**src/rtl/pipe_ctrl.sv**
```systemverilog
// pipe_ctrl -- pipeline stage enable / flush controller with a memory-wait FSM.
//
// Decides every cycle, combinationally from the registered FSM state and the
// hazard/memory inputs, which pipeline registers capture and which are cleared.
// A data-memory access that is not ready freezes the whole pipe (MEMWAIT).
// A wait that lasts longer than TIMEOUT cycles parks the FSM in HALT with a
// sticky error flag until reset.
//
// Optional feature: define PIPE_CTRL_PERF_EN to build the saturating
// performance counters. Without it the counter outputs are tied to zero and
// no counter flops exist.
//
// Ports:
//   clk, rst_n                     clock, asynchronous active-low reset
//   stallFD, flushED               load-use stall / control-transfer squash
//   memreqM, memreadyM             M-stage access present / access completes
//   enF, enD, enE, enM             capture enables (PC, IF/ID, ID/EX, EX/MEM)
//   flushD, flushE, flushW         bubble insert into IF/ID, ID/EX, MEM/WB
//   memerr                         sticky memory-timeout flag
//   stallcnt, flushcnt, waitcnt    performance counters (CNT_W bits each)
module pipe_ctrl #(
  parameter int unsigned TIMEOUT = 255,
  parameter int unsigned CNT_W   = 32
) (
  input  logic             clk,
  input  logic             rst_n,
  input  logic             stallFD,
  input  logic             flushED,
  input  logic             memreqM,
  input  logic             memreadyM,
  output logic             enF,
  output logic             enD,
  output logic             enE,
  output logic             enM,
  output logic             flushD,
  output logic             flushE,
  output logic             flushW,
  output logic             memerr,
  output logic [CNT_W-1:0] stallcnt,
  output logic [CNT_W-1:0] flushcnt,
  output logic [CNT_W-1:0] waitcnt
);

  typedef enum logic [1:0] {RUN = 2'd0, MEMWAIT = 2'd1, HALT = 2'd2} state_t;

  localparam logic [7:0] TIMEOUT_C = 8'(TIMEOUT);

  state_t     state_q, state_d;
  logic [7:0] wcnt_q, wcnt_d;
  logic       memerr_q, memerr_d;
  logic       mem_stall;
  logic       freeze;

  assign mem_stall = memreqM & ~memreadyM;

  // State register
  always_ff @(posedge clk or negedge rst_n) begin
    if (!rst_n) begin
      state_q  <= RUN;
      wcnt_q   <= 8'd0;
      memerr_q <= 1'b0;
    end else begin
      state_q  <= state_d;
      wcnt_q   <= wcnt_d;
      memerr_q <= memerr_d;
    end
  end

  // Next-state logic. The wait counter counts frozen cycles of the current
  // access, starting at 1 on the RUN cycle that detects the stall; it is
  // compared to TIMEOUT before incrementing, so it never exceeds 255.
  always_comb begin
    state_d  = state_q;
    wcnt_d   = wcnt_q;
    memerr_d = memerr_q;
    case (state_q)
      RUN: begin
        if (mem_stall) begin
          state_d = MEMWAIT;
          wcnt_d  = 8'd1;
        end
      end
      MEMWAIT: begin
        if (memreadyM) begin
          state_d = RUN;
          wcnt_d  = 8'd0;
        end else if (wcnt_q == TIMEOUT_C) begin
          state_d  = HALT;
          memerr_d = 1'b1;
        end else begin
          wcnt_d = wcnt_q + 8'd1;
        end
      end
      HALT: begin
        memerr_d = 1'b1;
      end
      default: begin
        state_d = RUN;
        wcnt_d  = 8'd0;
      end
    endcase
  end

  // Output logic. A frozen pipe ignores stallFD/flushED entirely: the held
  // E stage re-presents the same requests once the access completes.
  always_comb begin
    case (state_q)
      RUN:     freeze = mem_stall;
      MEMWAIT: freeze = ~memreadyM;
      default: freeze = 1'b1;
    endcase

    enF    = 1'b1;
    enD    = 1'b1;
    enE    = 1'b1;
    enM    = 1'b1;
    flushD = 1'b0;
    flushE = 1'b0;
    flushW = 1'b0;

    if (freeze) begin
      enF    = 1'b0;
      enD    = 1'b0;
      enE    = 1'b0;
      enM    = 1'b0;
      flushW = 1'b1;
    end else if (flushED) begin
      flushD = 1'b1;
      flushE = 1'b1;
    end else if (stallFD) begin
      enF    = 1'b0;
      enD    = 1'b0;
      flushE = 1'b1;
    end
  end

  assign memerr = memerr_q;

`ifdef PIPE_CTRL_PERF_EN
  // Counter 0: load-use stall cycles (front frozen while E still advances),
  // counter 1: squash cycles, counter 2: cycles with EX/MEM frozen.
  logic [2:0]       cnt_inc;
  logic [CNT_W-1:0] cnt_q [3];
  logic [CNT_W-1:0] cnt_d [3];

  assign cnt_inc[0] = ~enF & enE;
  assign cnt_inc[1] = flushD;
  assign cnt_inc[2] = ~enM;

  for (genvar gi = 0; gi < 3; gi++) begin : g_cnt
    always_comb begin
      cnt_d[gi] = cnt_q[gi];
      if (cnt_inc[gi] && (cnt_q[gi] != {CNT_W{1'b1}}))
        cnt_d[gi] = cnt_q[gi] + CNT_W'(1);
    end

    always_ff @(posedge clk or negedge rst_n) begin
      if (!rst_n) cnt_q[gi] <= '0;
      else        cnt_q[gi] <= cnt_d[gi];
    end
  end

  assign stallcnt = cnt_q[0];
  assign flushcnt = cnt_q[1];
  assign waitcnt  = cnt_q[2];
`else
  assign stallcnt = '0;
  assign flushcnt = '0;
  assign waitcnt  = '0;
`endif

endmodule

```
**config.mk**
```make
export PLATFORM = sky130hd
export DESIGN_NAME = pipe_ctrl
export DESIGN_NICKNAME = d
export VERILOG_FILES = /design/src/rtl/pipe_ctrl.sv
export SDC_FILE = /design/constraint.sdc
export NUM_CORES = 1
export LEC_CHECK = 0
export CORE_MARGIN = 4
export CORE_UTILIZATION = 37
export CTS_BUF_LIST = sky130_fd_sc_hd__clkbuf_4 sky130_fd_sc_hd__clkbuf_8 sky130_fd_sc_hd__clkbuf_16
export DETAILED_ROUTE_END_ITERATION = 10
export PLACE_DENSITY = 0.94
export SLEW_MARGIN = 10
export SYNTH_ARGS = -nofsm -noshare
export SYNTH_HDL_FRONTEND = slang
export SYNTH_SLANG_ARGS = --single-unit
```
**constraint.sdc**
```tcl
create_clock -name clk -period 2.5 [get_ports clk]
set_clock_uncertainty 0.15 [all_clocks]
set_input_delay 0.75 -clock clk [delete_from_list [all_inputs] [get_ports clk]]
set_output_delay 0.75 -clock clk [all_outputs]
set_load 0.1 [all_outputs]
```
Yosys cells after proc, flatten, opt, wreduce, memory -nomap -nowiden
Index checks and enable logic that the tools add are counted.
Word-level totals
  register bits after elaboration: 11
  bits in latches: 0
  bits in writable memories: 0
  ROM bits: 0
  output and inout port bits: 104
  word-level logic and storage cells: 42
  memories: 0
Cells by class
  add/subtract/negate cells: 1
  multipliers: 0
  divide/modulo/power cells: 0
  magnitude comparators: 0
  equality and inequality tests: 8
  shifts and indexed selects: 0
  multiplexer cells: 22
  bitwise gates (word level): 3
  reductions and logical operators: 5
Operators with widths (number)
  8-bit 2-to-1 mux: 3
  8-bit one-hot mux with 3 select lines: 1
  1-bit 2-to-1 mux: 12
  3-bit AND reduction: 3
  8-bit by 1-bit adder with 8-bit output (second input constant): 1
  8-bit == test (second input constant): 1
  2-bit 2-to-1 mux: 3
  2-bit != test (second input constant): 3
  3-bit != test (second input constant): 2
  2-bit one-hot mux with 3 select lines: 1
  1-bit one-hot mux with 2 select lines: 2
  2-bit by 1-bit == test with 1-bit output (second input constant): 1
  2-bit == test (second input constant): 1
  2-bit zero test: 1
  1-bit NOT: 2
  2-bit nonzero test: 1
  1-bit bitwise AND: 1

Depth between registers and ports, before layout
Gate-level depths: netlist of run 1.
  depth after elaboration: 4
  depth in mapped cells: 5
  mapped depth without buffers: 4

Least setup slack after synthesis of run 1
No wires, ideal clock.
  path type: input-to-output
  from: in memreqM
  to: out enF
  arrival time: 3961 ps
  required time: 1600 ps
  setup slack: -2361 ps
  cell stages on the path: 4
  cell sequence: nor2_1 o21bai_1 a21oi_1 buf_4
Between the ends
  longest elaborated chain between the ends: 3
Ends and longest elaborated chain
  from (decl): line 29  | input logic memreqM,
  1-bit bitwise AND: line 54  | assign mem_stall = memreqM & ~memreadyM;
  1-bit one-hot mux with 2 select lines: line 107  | case (state_q)
  1-bit 2-to-1 mux
  to (decl): line 31  | output logic enF,
No other way between the ends.

Worst setup path in the final report of run 1
  from: in memreadyM
  to: out flushW
Between the ends
  longest elaborated chain between the ends: 4
Ends and longest elaborated chain
  from (decl): line 30  | input logic memreadyM,
  1-bit NOT (*): line 54, 109
  1-bit bitwise AND: line 54
  1-bit one-hot mux with 2 select lines (*): line 107
  1-bit 2-to-1 mux (*): line 121  | if (freeze) begin
  to (decl): line 37  | output logic flushW,
Mark *: on every way between the ends. The rest lies on a longest branch, timed or not.

==> results_dict.tcl, run 1 <==
set metrics [dict create \
    area_growth_pct -1.196 \
    htreeDepth 1 \
    fmax_mhz 408.4 \
    status "complete, no violations" \
    power_switching_share_pct 68.51 \
    antenna_found_initial 0 \
    dp_hpwl_um 1999 \
    slowest_stage "o21bai_4" \
    crit_family "buffers and inverters" \
    drive_gt1_share_pct 16.06 \
    vias_per_cell 3.817 \
    p_comb_share_pct 67.4 \
    syn_inst 177 \
    num_vias 920 \
    grt_pass1_vias 791 \
    reg2reg_to "state_q[0]$_DFFE_PN0P_" \
    insertion_delay_ps 240 \
    synth_cell_type_count 32 \
    grt_use_total_pct 8.375 \
    fillers 395 \
    drt_wl_total_um 2400 \
    path_class "in2out" \
    dr.pass1.iters 4 \
    critical-path-max-stage-delay_ps 270 \
    drv_slew 0 \
    cts_tree "built" \
    tns_ps 0 \
    power.internal_uw 375.7 \
    share_seq_of_total_power_pct 16.6 \
    synth_edf_count 0 \
    reg2regPathDepth 4 \
    port_buffers 13 \
    worstSetupStartpoint "memreadyM" \
    nets 201 \
    hold_slack_ps 333.0 \
    synthTopCellsByArea "buf_4 50%, dfrtp_1 19%, mux2i_1 3.4%, nand3b_1 3.1%, nand4_1 2.1%" \
    post-route-cell-area_mm2 0.001446 \
    yosysTopAreaCell "buf_4" \
    post-cts-setup-buffers 0 \
    postRouteAntennaNets 0 \
    root_buffer "clkbuf_8" \
    placeableCoreArea_mm2 0.003744 \
    die_w_um 70.90 \
    power_uw 1193 \
    crit_chain "clkdlybuf4s15_1 > o21bai_4 > buf_6 > buf_12" \
    r2r_slack_ps 680 \
    synth_seq_cells 11 \
    grt_max_degree 16 \
    cp-endpoint "flushW" \
    clock_power_share_pct 16.0 \
    numPlacedInstances 237 \
    clkSinkCount 11 \
    seqCellArea_um2 275.3 \
    die_h_um 70.90 \
    finalSetupViolCount 0 \
    cts.clk_slew.worst_paths_ps 50 \
    start_util_pct 39.10 \
    multi_input_area_um2 804.5 \
    synth_commonest_cells "98 x buf_4, 11 x dfrtp_1, 7 x nand2_1" \
    crit_arrival_ps 1550 \
    r2r_start "wcnt_q[0]$_DFFE_PN0P_" \
    slew_headroom_pct 62.50 \
    num_rows 22 \
    start_kind "input pin" \
    async_reset_ff_share_pct 100.0 \
    tightest_slew_ps 560.7 \
    first_iter_violations 12 \
    final_cells 241 \
    crit_path_end_kind "output port" \
    path_depth 4 \
    syn-cell-area_mm2 0.001464 \
    overflow 0 \
    ys_warn_count 0 \
    period_needed_ps 2449 \
    yosysMostFrequentCell "buf_4" \
    rsz0062_at_grt "no" \
    clock_path_buffers 2 \
    crit_buf_inv 3 \
    hold_violations 0 \
    place.gp.congestion 0.8195 \
    drc 0 \
    grt_pass1_wl_um 3443 \
    post_dp_cell_area_mm2 0.001401 \
    maxCapViolations 0 \
    crit_required_ps 1600 \
    crit_fanout 5 \
    synth_top_flop_cell "dfrtp_1" \
    worstHoldStart "memerr$_DFFE_PN0P_" \
    power.density_mw_per_mm2 825.1 \
    synth.yosys.seq_area_share_pct 18.80 \
    numCtsBuffers 3 \
    cts_hold_buf 0 \
    wl_per_cell_um 9.959 \
    hp-class "reg2reg" \
    power.leakage_uw 0.0007565 \
    fin_crit_sh_pct 97.95 \
    ir_worst_vdd_uv 460.2 \
    ios 110 \
    diodes 0 \
    yosys.area.top_type_share_pct 50.26 \
    syn_avg_cell_area_um2 8.271 \
    switchingPower_uw 817.6 \
    die-area_mm2 0.005027 \
]
## cell usage in the layout (no fill, tap or decap), types with 2 or more instances in the layout
cell / instances
conb_1: 96
buf_12: 7
dlygate4sd2_1: 2
mux2i_1: 5
buf_4: 7
nor2_2: 2
nand3b_1: 6
nand2_1: 7
inv_2: 2
nand4_1: 5
nor2_1: 2
a2111oi_2: 2
nand3_1: 5
or4_1: 2
a21oi_1: 3
dfrtp_1: 11
and2_1: 2
clkbuf_8: 3
## through the flow
step	util, %	setup WS [ps]
2_1_floorplan	-	-834.2
3_3_place_gp	37.43	-256.9
3_5_place_dp	37.43	-306.5
4_1_cts	38.50	22.86
5_1_grt	38.64	6.460
6_report	38.64	51.34
## layout make-up
type	count	share of cell area, %
Multi-Input combinational cell	155	55.62
Sequential cell	11	19.03
Timing Repair Buffer	20	17.04
Tap cell	48	4.152
Clock buffer	4	3.374
Inverter	3	0.7785
## registers in the layout (all words and copies together) (netlist names)
name / count
memerr: 1
wcnt_q: 8
state_q: 2
## metal layers
metal / track usage (%) / share of wire (%) / vias up
met1: 9.380 / 33 / 424
met5: 0 / 0 / -
met3: 2.983 / 14 / 3
met4: 3.132 / 1.2 / 0
met2: 14.52 / 52 / 64
li1: - / - / 429
## worst register-to-register path, cell delays in order (launching register included)
cell and delay [ps]:
dfrtp_1 440, ha_1 270, and3_1 230, and2_1 240
a2111oi_2 380
## worst min-delay path by stage
stage,slack (ps),cells after the start,end
after detailed placement,330,1,memerr$_DFFE_PN0P_
after global placement,330,1,memerr$_DFFE_PN0P_
after floorplan,300,0,memerr$_DFFE_PN0P_
final,330,1,memerr$_DFFE_PN0P_
after CTS,340,1,memerr$_DFFE_PN0P_
after global routing,360,1,memerr$_DFFE_PN0P_
## power groups by stage
| stage | clock, µW | sequential, µW | combinational (µW) |
|---|---|---|---|
| finish | 191 | 198 | 805 |
| global route | 206 | 200 | 824 |
| CTS | 201 | 198 | 801 |
| detailed placement | 0 | 201 | 802 |
| global placement | 0 | 200 | 798 |
| floorplan | 0 | 198 | 853 |
## cell families (layout without fill, tap and decap cells)
kind of cell    Yosys count  in the layout  synth area share [%]
buf+inv                 106             27                 52.99
simple gates             37             37                 14.70
compound gates           16             16                 8.975
flops                    11             11                 18.80
mux                       5              5                 3.419
fa+ha+maj                 1              1                0.8546
other cells               1             96                0.2562
## what timing repair did
action / in CTS / in global routing
resized for setup: 9 / 2
setup endpoints to repair: 7 / 1
hold endpoints to repair: 0 / 0
gates cloned: 0 / 0
pin swaps: 3 / 1
Note: power is estimated with default switching activity, not from simulation.
==> run 2: changes to the inputs <==
Settings changed: CORE_UTILIZATION 37 to 38, CTS_BUF_LIST sky130_fd_sc_hd__clkbuf_4 sky130_fd_sc_hd__clkbuf_8 sky130_fd_sc_hd__clkbuf_16 to sky130_fd_sc_hd__clkbuf_4, PLACE_DENSITY 0.94 to 0.95.
Clock period 2.5 ns to 3.2 ns, I/O delays scaled along.
==> results_dict.tcl, run 2 (synthesized netlist as in run 1, its figures left out) <==
set metrics [dict create \
    status "complete, no violations" \
    path_class "in2out" \
    crit_buf_inv 2 \
    switchingPower_uw 632.2 \
    cts_hold_buf 0 \
    die_w_um 70.07 \
    drc 0 \
    finalSetupViolCount 0 \
    r2r_slack_ps 1340 \
    power.density_mw_per_mm2 628.7 \
    clkSinkCount 11 \
    hold_violations 0 \
    share_seq_of_total_power_pct 17.7 \
    post-cts-setup-buffers 0 \
    num_vias 921 \
    postRouteAntennaNets 0 \
    p_comb_share_pct 70.5 \
    slew_headroom_pct 66.18 \
    vias_per_cell 3.870 \
    place.gp.congestion 0.8832 \
    numCtsBuffers 3 \
    cts_tree "built" \
    overflow 0 \
    reg2reg_to "wcnt_q[7]$_DFFE_PN0P_" \
    grt_pass1_vias 750 \
    dr.pass1.iters 4 \
    port_buffers 13 \
    final_util_pct 38.13 \
    r2r_start "state_q[0]$_DFFE_PN0P_" \
    worstSetupStartpoint "memreadyM" \
    die-area_mm2 0.004909 \
    regMostFlops "wcnt_q" \
    antenna_found_initial 0 \
    ios 110 \
    maxCapViolations 0 \
    drv_slew 0 \
    drive_gt1_share_pct 13.68 \
    wl_per_cell_um 9.870 \
    rsz0062_at_grt "no" \
    drt_wl_total_um 2349 \
    die_h_um 70.07 \
    power.leakage_uw 0.0007329 \
    cts_resized 3 \
    clock_power_share_pct 11.8 \
    fin_crit_sh_pct 97.72 \
    holdPathStages 1 \
    path_depth 4 \
    tightest_slew_ps 505.8 \
    insertion_delay_ps 260 \
    reg2regPathDepth 3 \
    power.internal_uw 252.0 \
    start_kind "input pin" \
    root_buffer "clkbuf_4" \
    grt_use_total_pct 8.304 \
    critical-path-max-stage-delay_ps 530 \
    area_growth_pct -3.932 \
    grt_pass1_wl_um 3456 \
    cp-endpoint "enD" \
    first_iter_violations 14 \
    post-route-cell-area_mm2 0.001406 \
    fmax_mhz 319.8 \
    grt_max_degree 17 \
    seqCellArea_um2 275.3 \
    crit_required_ps 2090 \
    cts.clk_slew.worst_paths_ps 70 \
    num_rows 22 \
    slowest_stage "clkdlybuf4s50_1" \
    power_uw 884.2 \
    htreeDepth 1 \
    period_needed_ps 3127 \
    crit_arrival_ps 2020 \
    clock_path_buffers 2 \
    mostFrequentLayoutCells "96 x conb_1, 11 x dfrtp_1, 7 x nand2_1, 7 x buf_12, 6 x nand3b_1" \
    crit_family "buffers and inverters" \
    crit_fanout 5 \
    largest_reg_flops 8 \
    start_util_pct 39.69 \
    fillers 394 \
    ir_worst_vdd_uv 312.2 \
    nets 198 \
    multi_input_area_um2 799.5 \
    dp_hpwl_um 1954 \
    diodes 0 \
    power_switching_share_pct 71.50 \
    mostFrequentLayoutCell "conb_1" \
    placeableCoreArea_mm2 0.003689 \
    crit_chain "clkdlybuf4s50_1 > o21bai_4 > a21oi_4 > buf_12" \
    hp-class "reg2reg" \
    crit_path_end_kind "output port" \
    post_dp_cell_area_mm2 0.001374 \
]
run 2: power groups by stage:
| stage | logic [µW] | registers (µW) | clock network (µW) |
|---|---|---|---|
| 2_1_floorplan | 665 | 155 | 0 |
| 3_3_place_gp | 617 | 158 | 0 |
| 3_5_place_dp | 620 | 160 | 0 |
| 4_1_cts | 620 | 157 | 108 |
| 5_1_grt | 635 | 159 | 117 |
| 6_report | 623 | 157 | 104 |
run 2: final cells by class:
type | count | area share [%]
repair buffers | 17 | 16.37
inverters | 3 | 0.8007
flip-flops and latches | 11 | 19.57
multi-input cells | 155 | 56.85
clock buffers | 4 | 2.135
well taps | 48 | 4.270
run 2: through the flow:
step,worst slack (ps),setup TNS (ps),hold slack [ps],cells
3_3_place_gp,10.80,0,323.3,234
3_5_place_dp,-32.90,-67.29,332.8,234
2_1_floorplan,-565.6,-1392,356.6,272
6_report,72.91,0,341.9,238
5_1_grt,49.61,0,372.5,238
4_1_cts,74.77,0,349.0,238
run 2: how the worst min path moves through the flow:
stage / from / endpoint / slack (ps)
6_report: memerr$_DFFE_PN0P_ / memerr$_DFFE_PN0P_ / 340
5_1_grt: memerr$_DFFE_PN0P_ / memerr$_DFFE_PN0P_ / 370
4_1_cts: memerr$_DFFE_PN0P_ / memerr$_DFFE_PN0P_ / 350
3_5_place_dp: memerr$_DFFE_PN0P_ / memerr$_DFFE_PN0P_ / 330
3_3_place_gp: memerr$_DFFE_PN0P_ / memerr$_DFFE_PN0P_ / 320
2_1_floorplan: state_q[1]$_DFFE_PN0P_ / state_q[0]$_DFFE_PN0P_ / 360
run 2: metal layers:
metal	share of wire [%]	global-route usage [%]	vias to the layer above	routed length [µm]
met5	0	0	-	0
met4	0	2.553	0	0
met3	11	1.727	0	248
met2	54	14.69	55	1274
met1	35	9.983	441	826
li1	-	-	425	-
==> run 3: changes to the inputs <==
Settings changed: CORE_MARGIN 4 to 3, REMOVE_ABC_BUFFERS set to 1.
==> results_dict.tcl, run 3 (synthesized netlist as in run 1, its figures left out) <==
set metrics [dict create \
    hp-class "reg2reg" \
    grtUsageMet1_pct 10.92 \
    grt_max_degree 16 \
    clock_path_buffers 2 \
    reg2regPathDepth 4 \
    r2r_slack_ps 1360 \
    status "complete, no violations" \
    ios 110 \
    worstHoldStart "memerr$_DFFE_PN0P_" \
    postRouteAntennaNets 0 \
    num_vias 931 \
    die_h_um 68.07 \
    die-area_mm2 0.004633 \
    placeableCoreArea_mm2 0.003521 \
    drt_wl_total_um 2221 \
    drive_gt1_share_pct 12.95 \
    slew_headroom_pct 64.17 \
    power.leakage_uw 0.0007450 \
    path_class "in2out" \
    start_kind "input pin" \
    wl_per_cell_um 9.293 \
    holdPathStages 1 \
    place.gp.congestion 0.8076 \
    dp_hpwl_um 1820 \
    insertion_delay_ps 270 \
    use_met3_pct 1.642 \
    fillers 365 \
    port_buffers 13 \
    dr.pass1.iters 4 \
    diodes 0 \
    maxCapViolations 0 \
    cts.clk_slew.worst_paths_ps 70 \
    power.density_mw_per_mm2 632.8 \
    mostFrequentLayoutCell "conb_1" \
    start_util_pct 41.58 \
    ir_worst_vdd_uv 241.3 \
    grt_pass1_vias 741 \
    overflow 0 \
    mostFrequentLayoutCells "96 x conb_1, 11 x dfrtp_1, 8 x buf_4, 7 x nand2_1, 7 x buf_12" \
    cts_hold_buf 0 \
    area_growth_pct -4.445 \
    numPlacedInstances 234 \
    num_rows 21 \
    final_util_pct 39.73 \
    largest_reg_flops 8 \
    globalRoute.busiestLayer "met2" \
    finalSetupViolCount 0 \
    die_w_um 68.07 \
    antenna_found_initial 0 \
    clkSinkCount 11 \
    rsz0062_at_grt "no" \
    period_needed_ps 3123 \
    regMostFlops "wcnt_q" \
    fin_crit_sh_pct 97.59 \
    root_buffer "clkbuf_4" \
    crit_path_end_kind "output port" \
    drc 0 \
    grt_pass1_wl_um 3153 \
    hold_violations 0 \
    fmax_mhz 320.2 \
    drv_slew 0 \
    vias_per_cell 3.895 \
    htreeDepth 1 \
    cts_tree "built" \
    final_cells 239 \
    numCtsBuffers 3 \
    power_uw 885.1 \
    crit_arrival_ps 2010 \
    nets 201 \
    tns_ps 0 \
    crit_fanout 5 \
    gr-usage-met2_pct 14.44 \
    first_iter_violations 19 \
    r2r_start "state_q[0]$_DFFE_PN0P_" \
    crit_required_ps 2090 \
    reg2reg_to "wcnt_q[5]$_DFFE_PN0P_" \
    hold_path_end "memerr$_DFFE_PN0P_" \
    grt_use_total_pct 8.635 \
    tightest_slew_ps 535.8 \
]
==> run 3: layer usage <==
| layer | share of wire, % | vias up |
|---|---|---|
| met3 | 11 | 4 |
| li1 | - | 430 |
| met1 | 33 | 439 |
| met5 | 0 | - |
| met4 | 1.0 | 0 |
| met2 | 54 | 58 |
==> run 3: power by group <==
group	total [µW]	leakage, µW	internal, µW	switching (µW)
Clock	106	0.0000184	56.8	49.6
Sequential	154	0.000149	145	9.13
Combinational	625	0.000577	51.6	573
Total	885	0.000745	253	632
==> run 3: per-stage QoR <==
| step | setup WS (ps) | cell area, µm² | hold WS (ps) |
|---|---|---|---|
| CTS | 63.00 | 1399 | 347.1 |
| global route | 10.94 | 1399 | 368.4 |
| finish | 77.00 | 1399 | 346.6 |
| detailed placement | -98.02 | 1356 | 328.7 |
| floorplan | -2803 | 1056 | 351.9 |
| global placement | -74.57 | 1356 | 318.5 |
==> run 3: critical path, cell delays in order <==
cell and delay (ps):
clkdlybuf4s50_1 500, o21bai_2 100, a21oi_1 130, buf_4 150, buf_12 170
==> run 3: repair_timing <==
action,in CTS,in global routing
endpoints found under the setup margin,7,0
setup buffers,1,0
resized for setup,3,0
endpoints found under the hold margin,0,0
==> run 3: worst max path at each step <==
stage	slack, ps	to	from
after floorplan	-2800	enD	memreqM
after global placement	-70	enD	memreqM
after global routing	10	enF	memreadyM
after CTS	60	enF	memreadyM
after detailed placement	-100	enF	memreqM
final	80	enF	memreadyM
==> run 3: cell type report <==
cell class                      count  area [µm²]  share of cell area (%)
Clock buffer                        4       30.03                   2.147
Inverter                            3       11.26                  0.8050
Multi-Input combinational cell    155       775.7                   55.46
Sequential cell                    11       275.3                   19.68
Tap cell                           46       57.56                   4.114
Timing Repair Buffer               20       249.0                   17.80
